[src/rtl/serial_arb_shifter.sv]
// serial_arb_shifter: two-requester round-robin arbiter feeding a parallel-load,
// MSB-first serial shifter. Every output is registered; Sout_d is Sout delayed
// by one more cycle for a downstream second register stage.
module serial_arb_shifter #(
  parameter int WIDTH = 8
) (
  input  logic             Clock,
  input  logic             Resetn,
  input  logic             Req0,
  input  logic [WIDTH-1:0] Data0,
  input  logic             Req1,
  input  logic [WIDTH-1:0] Data1,
  output logic             Gnt0,
  output logic             Gnt1,
  output logic             Busy,
  output logic             Owner,
  output logic             Sout,
  output logic             Valid,
  output logic             Done,
  output logic             Sout_d
);
  localparam int CW = (WIDTH > 2) ? $clog2(WIDTH) : 1;

  typedef enum logic {IDLE, SHIFT} state_t;

  state_t           state, state_nx;
  logic [WIDTH-1:0] sreg, sreg_nx;
  logic [CW-1:0]    cnt, cnt_nx;
  logic             last, last_nx;
  logic             win;
  logic             gnt0_nx, gnt1_nx, busy_nx, owner_nx, sout_nx, valid_nx, done_nx;

  // Next-state and next-output decode: arbitration in IDLE, shifting in SHIFT.
  always_comb begin
    state_nx = state;
    sreg_nx  = sreg;
    cnt_nx   = cnt;
    last_nx  = last;
    gnt0_nx  = 1'b0;
    gnt1_nx  = 1'b0;
    busy_nx  = 1'b0;
    owner_nx = Owner;
    sout_nx  = 1'b0;
    valid_nx = 1'b0;
    done_nx  = 1'b0;
    // On a tie the requester that was not granted last wins; otherwise the lone requester.
    win      = (Req0 && Req1) ? ~last : Req1;
    case (state)
      IDLE: begin
        if (Req0 || Req1) begin
          sreg_nx  = win ? Data1 : Data0;
          sout_nx  = sreg_nx[WIDTH-1];
          gnt0_nx  = ~win;
          gnt1_nx  = win;
          owner_nx = win;
          last_nx  = win;
          valid_nx = 1'b1;
          busy_nx  = 1'b1;
          cnt_nx   = CW'(WIDTH - 1);
          state_nx = SHIFT;
        end
      end
      SHIFT: begin
        if (cnt == '0) begin
          // Word fully presented; drop back to IDLE for one arbitration cycle.
          state_nx = IDLE;
        end else begin
          sreg_nx  = {sreg[WIDTH-2:0], 1'b0};
          sout_nx  = sreg[WIDTH-2];
          valid_nx = 1'b1;
          busy_nx  = 1'b1;
          done_nx  = (cnt == CW'(1));
          cnt_nx   = cnt - CW'(1);
        end
      end
      default: state_nx = IDLE;
    endcase
  end

  // State, datapath and output registers with synchronous active-low reset.
  always_ff @(posedge Clock) begin
    if (!Resetn) begin
      state  <= IDLE;
      sreg   <= '0;
      cnt    <= '0;
      last   <= 1'b1;
      Gnt0   <= 1'b0;
      Gnt1   <= 1'b0;
      Busy   <= 1'b0;
      Owner  <= 1'b0;
      Sout   <= 1'b0;
      Valid  <= 1'b0;
      Done   <= 1'b0;
      Sout_d <= 1'b0;
    end else begin
      state  <= state_nx;
      sreg   <= sreg_nx;
      cnt    <= cnt_nx;
      last   <= last_nx;
      Gnt0   <= gnt0_nx;
      Gnt1   <= gnt1_nx;
      Busy   <= busy_nx;
      Owner  <= owner_nx;
      Sout   <= sout_nx;
      Valid  <= valid_nx;
      Done   <= done_nx;
      Sout_d <= Sout;
    end
  end
endmodule

[config.mk]
export PLATFORM = sky130hd
export DESIGN_NAME = serial_arb_shifter
export DESIGN_NICKNAME = d
export VERILOG_FILES = /design/src/rtl/serial_arb_shifter.sv
export SDC_FILE = /design/constraint.sdc
export NUM_CORES = 1
export LEC_CHECK = 0
export CORE_UTILIZATION = 48
export CTS_CLUSTER_SIZE = 40
export DETAILED_ROUTE_END_ITERATION = 8
export PLACE_DENSITY = 0.87
export SLEW_MARGIN = 0
export SYNTH_ARGS = -nofsm -noshare
export SYNTH_HDL_FRONTEND = slang
export SYNTH_SLANG_ARGS = --single-unit
[constraint.sdc]
create_clock -name Clock -period 4 [get_ports Clock]
set_clock_uncertainty 0.05 [all_clocks]
set_input_delay 0.8 -clock Clock [delete_from_list [all_inputs] [get_ports Clock]]
set_output_delay 0.8 -clock Clock [all_outputs]
set_load 0.01 [all_outputs]
==> flow_summary.json, run 1 <==
{
  "grt_overflow_total": 0,
  "ys_seq_area_share_pct": 41.20,
  "hold_class": "reg -> reg",
  "drtPass1Iterations": 4,
  "drive_above_1_share_pct": 7.087,
  "std_cell_rows": 15,
  "max_slew_margin_pct": 58.59,
  "cts_setup_buffers": 0,
  "synth_nets": 125,
  "io_buffers": 27,
  "postLayoutCoreUtil_pct": 69.01,
  "hold_end": "sreg[5]",
  "die_w_um": 44.69,
  "final-setup-viol-count": 0,
  "crit_fanout": 7,
  "end_kind": "flip-flop",
  "tritoncts": "done",
  "ys_async_sr_fraction_pct": 0,
  "area_delta_synth_final_pct": 34.76,
  "worst-setup-path-type": "in -> reg",
  "rsz0062_at_grt": "no",
  "layout.nets": 151,
  "r2r-start": "state",
  "cpPeakStageDelay_ns": 0.59,
  "start_util_pct": 51.21,
  "path_clk_slew_ns": 0.11,
  "max_cap_violations": 0,
  "gp_congestion": 0.7702,
  "r2r_cells": 5,
  "r2r_slack_ns": 2.31,
  "vias": 817,
  "core_um2": 1708,
  "ys_ff_latch": 18,
  "grt_pass1_vias": 711,
  "yosysWarnings": 0,
  "ant_nets": 0,
  "io_pins": 28,
  "finalPower_uw": 432.4,
  "die-area_um2": 1997,
  "wire_per_inst_um": 12.19,
  "wl_um": 1853,
  "min_from": "sreg[5]",
  "synth-main-ff-cell": "dfxtp_1",
  "syn-mean-instance-area_um2": 8.574,
  "synthTopCellsByCount": "dfxtp_1 (18), nor3_1 (11), nand2_1 (10), nor2_1 (9), nand3_1 (7)",
  "period_share_pct": 56.37,
  "grt_usage_pct": 20.08,
  "register_area_um2": 360.3,
  "holdBufCountCts": 0,
  "insertion_delay_ns": 0.29,
  "multiInputGateArea_um2": 454.2,
  "dp_hpwl_um": 1351,
  "routed-wl-met2_um": 907,
  "clock_sinks": 18,
  "syn_inst": 102,
  "grt_antenna_before_repair": 0,
  "fill_cells": 145,
  "fmax_mhz": 443.5,
  "tightest_slew_ns": 0.6199,
  "synth.most_common_cell": "dfxtp_1",
  "wirelength_met1_um": 847,
  "crit_required_ns": 4.15,
  "synthTopCellsByArea": "dfxtp_1 (41%), nor3_1 (6.3%), o32ai_1 (5.0%)",
  "cpMaxStageDelayCell": "clkdlybuf4s50_1",
  "worstSetupStartpointType": "primary input",
  "ir_worst_vdd_mv": 0.2157,
  "drc": 0,
  "fin_crit_ns": 2.255,
  "status": "finished, final reports clean",
  "grt_pass1_wl_um": 2918,
  "worstPathArrival_ns": 2.41,
  "clockBufferDepth": 2,
  "maxSlewViolCount": 0,
  "holdPathStages": 2,
  "syn_area_um2": 874.6,
  "finalHoldViolCount": 0,
  "diodes": 0,
  "power_density_nw_per_um2": 366.8,
  "grt_max_degree": 32,
  "synth.top_cell.area_share_pct": 41.20,
  "path_cells": "clkdlybuf4s50_1 > a21boi_1 > a21oi_1 > a221oi_1",
  "cts_buffers": 3,
  "htree_levels": 1,
  "viasPerCell": 5.375,
  "synth.largest_area_cell": "dfxtp_1",
  "routed-wl-met3_um": 86,
  "cts_resized": 0,
  "synth_edf_count": 0,
  "yosysUniqueCellTypes": 29,
  "highest_layer": "met4",
  "initialDrtViolationCount": 18,
  "leakagePower_nw": 0.4428,
  "timing.rr.end": "cnt[0]",
  "cts_root_buf": "clkbuf_4",
  "die_h_um": 44.69,
  "tns_ns": 0
}
## cell usage in the layout, fill, tap and decap left out
| cell | netlist | routed |
|---|---|---|
| clkbuf_4 | 0 | 3 |
| buf_4 | 1 | 1 |
| o21a_1 | 1 | 1 |
| dfxtp_1 | 18 | 18 |
| a32oi_1 | 1 | 1 |
| nor3b_1 | 1 | 1 |
| o32ai_1 | 5 | 5 |
| a21bo_2 | 1 | 1 |
| a31oi_4 | 1 | 1 |
| a21boi_1 | 1 | 1 |
| a221oi_1 | 1 | 1 |
| a311oi_1 | 2 | 2 |
| ha_1 | 3 | 3 |
| nor3_1 | 11 | 11 |
| inv_1 | 5 | 5 |
| and2_1 | 2 | 2 |
| nand2b_1 | 6 | 6 |
| clkdlybuf4s50_1 | 0 | 27 |
| and4_1 | 1 | 1 |
| o22ai_1 | 1 | 1 |
| a221o_1 | 1 | 1 |
| nand3_1 | 7 | 7 |
| nand2_1 | 10 | 10 |
| clkbuf_8 | 0 | 1 |
| nor2_1 | 9 | 9 |
| nor3_2 | 1 | 1 |
| a221o_2 | 1 | 1 |
| and3_1 | 1 | 1 |
| a21oi_1 | 4 | 4 |
## registers in the layout, summed over array words and instances, names as in the netlist
register and flops:
Owner 1, Sout 1, state 1, Done 1
sreg 7, Gnt0 1, last 1, cnt 3
Sout_d 1, Gnt1 1
## cell families after synthesis
family / share of synthesized area [%]
buffers and inverters: 6.867
AO/OA/AOI/OAI: 19.74
flip-flops: 41.20
adder cells (fa/ha/maj): 4.292
AND/OR/NAND/NOR: 27.90
## through the flow
stage / instance area (µm²) / hold WS, ns / cells / setup slack (ns)
after floorplan: 874.6 / 0.3932 / 102 / 2.324
after global placement: 1142 / 0.4094 / 148 / 1.490
after detailed placement: 1142 / 0.4179 / 148 / 1.490
after CTS: 1179 / 0.4328 / 152 / 1.791
after global routing: 1179 / 0.4466 / 152 / 1.691
final: 1179 / 0.4316 / 152 / 1.745
## worst max-delay path: cells and delay by family
kind	cells	cell delay [ns]
compound gates	3	1.01
buf+inv	1	0.59
## area by class of cell
cell class / count / share of cell area, %
well taps: 25 / 2.654
repair buffers: 28 / 23.57
clock buffers: 4 / 3.079
inverters: 5 / 1.592
multi-input cells: 72 / 38.54
flip-flops and latches: 18 / 30.57
## report_power, final
group          total [mW]  switching (mW)  internal [mW]
Combinational       0.112          0.0551         0.0567
Sequential          0.208         0.00990          0.198
Clock               0.113          0.0574         0.0554
Total               0.432           0.122          0.310
## worst max path at each step
stage / startpoint / to / slack, ns / cells past startpoint
5_1_grt: Req1 / Sout / 1.69 / 4
3_5_place_dp: Req1 / Sout / 1.49 / 4
3_3_place_gp: Req1 / Sout / 1.49 / 4
6_report: Req1 / Sout / 1.75 / 4
2_1_floorplan: Resetn / sreg[0] / 2.32 / 4
4_1_cts: Req1 / Sout / 1.79 / 4
## routing by layer
layer  vias to the layer above  global-route usage (%)
met1                       377                   25.50
li1                        413                       -
met2                        25                   32.94
met4                         0                   9.091
met3                         2                   3.673
met5                         -                       0
Power figures use the tool's default switching activity.
==> run 2, diff against run 1 <==
Settings changed: CORE_UTILIZATION 48 to 44, PLACE_DENSITY 0.87 to 0.81.
Clock period 4 ns to 2.3 ns, I/O delays scaled along.
==> flow_summary.json, run 2 (synthesized netlist as in run 1, its figures left out) <==
{
  "viasPerCell": 5.519,
  "grt_antenna_before_repair": 0,
  "path_buf_inv": 1,
  "drtPass1Iterations": 4,
  "drive_above_1_share_pct": 8.527,
  "worst_slack_ns": 0.3881,
  "power_density_nw_per_um2": 632.2,
  "holdBufCountCts": 0,
  "grt_overflow_total": 0,
  "grt_usage_pct": 19.42,
  "end_kind": "primary output",
  "cts_setup_buffers": 0,
  "rsz0062_at_grt": "no",
  "io_buffers": 27,
  "cts_buffers": 3,
  "dp_hpwl_um": 1410,
  "core_um2": 1802,
  "die_w_um": 46.59,
  "gp_congestion": 0.7789,
  "crit_fanout": 10,
  "initialDrtViolationCount": 9,
  "clockBufferDepth": 2,
  "cpPeakStageDelay_ns": 0.60,
  "critPathTopFamily": "buffers and inverters",
  "hold_class": "reg -> reg",
  "tritoncts": "done",
  "layout.nets": 153,
  "reg.largest.list": "sreg x7, cnt x3",
  "max_slew_margin_pct": 69.81,
  "crit_required_ns": 1.79,
  "htree_levels": 1,
  "largest_register_ffs": 7,
  "grt_max_degree": 25,
  "vias": 850,
  "diodes": 0,
  "cts_root_buf": "clkbuf_4",
  "path_cells": "clkdlybuf4s50_1",
  "grt_pass1_vias": 679,
  "start_util_pct": 48.54,
  "fmax_mhz": 523.0,
  "worstPathArrival_ns": 1.40,
  "path_clk_slew_ns": 0.11,
  "tns_ns": 0,
  "die-area_um2": 2170,
  "cts_resized": 0,
  "fin_crit_ns": 1.912,
  "leakagePower_nw": 0.4527,
  "area_delta_synth_final_pct": 36.48,
  "tightest_slew_ns": 0.4528,
  "std_cell_rows": 15,
  "place_ws_ns": 0.2210,
  "drc": 0,
  "io_pins": 28,
  "wl_um": 1923,
  "worst-setup-path-type": "reg -> out",
  "largest-register": "sreg",
  "grt_pass1_wl_um": 2904,
  "final-setup-viol-count": 0,
  "layout_common_cells": "clkdlybuf4s50_1 (27), dfxtp_1 (18), nor3_1 (11), nand2_1 (10), nor2_1 (9)",
  "die_h_um": 46.59,
  "ant_nets": 0,
  "clock_sinks": 18,
  "final_common_cell": "clkdlybuf4s50_1",
  "status": "finished, final reports clean",
  "period_share_pct": 83.13,
  "finalHoldViolCount": 0,
  "maxSlewViolCount": 0,
  "max_cap_violations": 0,
  "postLayoutCoreUtil_pct": 66.25,
  "wire_per_inst_um": 12.49,
  "insertion_delay_ns": 0.29,
  "worstSetupStartpointType": "flip-flop",
  "ir_worst_vdd_mv": 0.3309,
  "cpMaxStageDelayCell": "clkdlybuf4s50_1"
}
[run 2: cell types whose count changed in the layout (fill, tap and decap cells not counted), sizes merged]
cell  change
buf       +2
[run 2: layer usage]
layer	part of all wire (%)	vias to the layer above	track usage (%)	wire (µm)
met5	0	-	0	0
met4	1.1	0	8.824	21
met3	4.9	2	3.529	95
met2	49	27	31.67	933
met1	45	402	24.47	873
li1	-	419	-	-
[run 2: report_power, final]
group	internal [mW]	switching, mW
clock	0.0963	0.0984
combinational	0.102	0.0942
sequential	0.344	0.0199
[run 2: stage by stage]
stage	cells	power (mW)	area, µm²	hold slack (ns)
2_1_floorplan	102	0.4906	874.6	0.3932
3_3_place_gp	150	0.5592	1157	0.4033
3_5_place_dp	150	0.5682	1157	0.4071
4_1_cts	154	0.7614	1194	0.4235
5_1_grt	154	0.7980	1194	0.4413
6_report	154	0.7546	1194	0.4224
[run 2: final timing paths]
check	from	endpoint	slack (ns)	cells past startpoint
worst max-delay path	state	Busy	0.39	1
worst min-delay path	sreg[5]	sreg[5]	0.42	2
worst max register to register	cnt[0]	sreg[0]	0.60	5
worst min register to register	sreg[5]	sreg[5]	0.42	2
[run 2: layout make-up]
cell class	count	area [µm²]
Multi-Input combinational cell	72	454.2
Timing Repair Buffer	30	292.8
Sequential cell	18	360.3
Fill cell	158	608.1
Inverter	5	18.77
Tap cell	25	31.28
Clock buffer	4	36.28
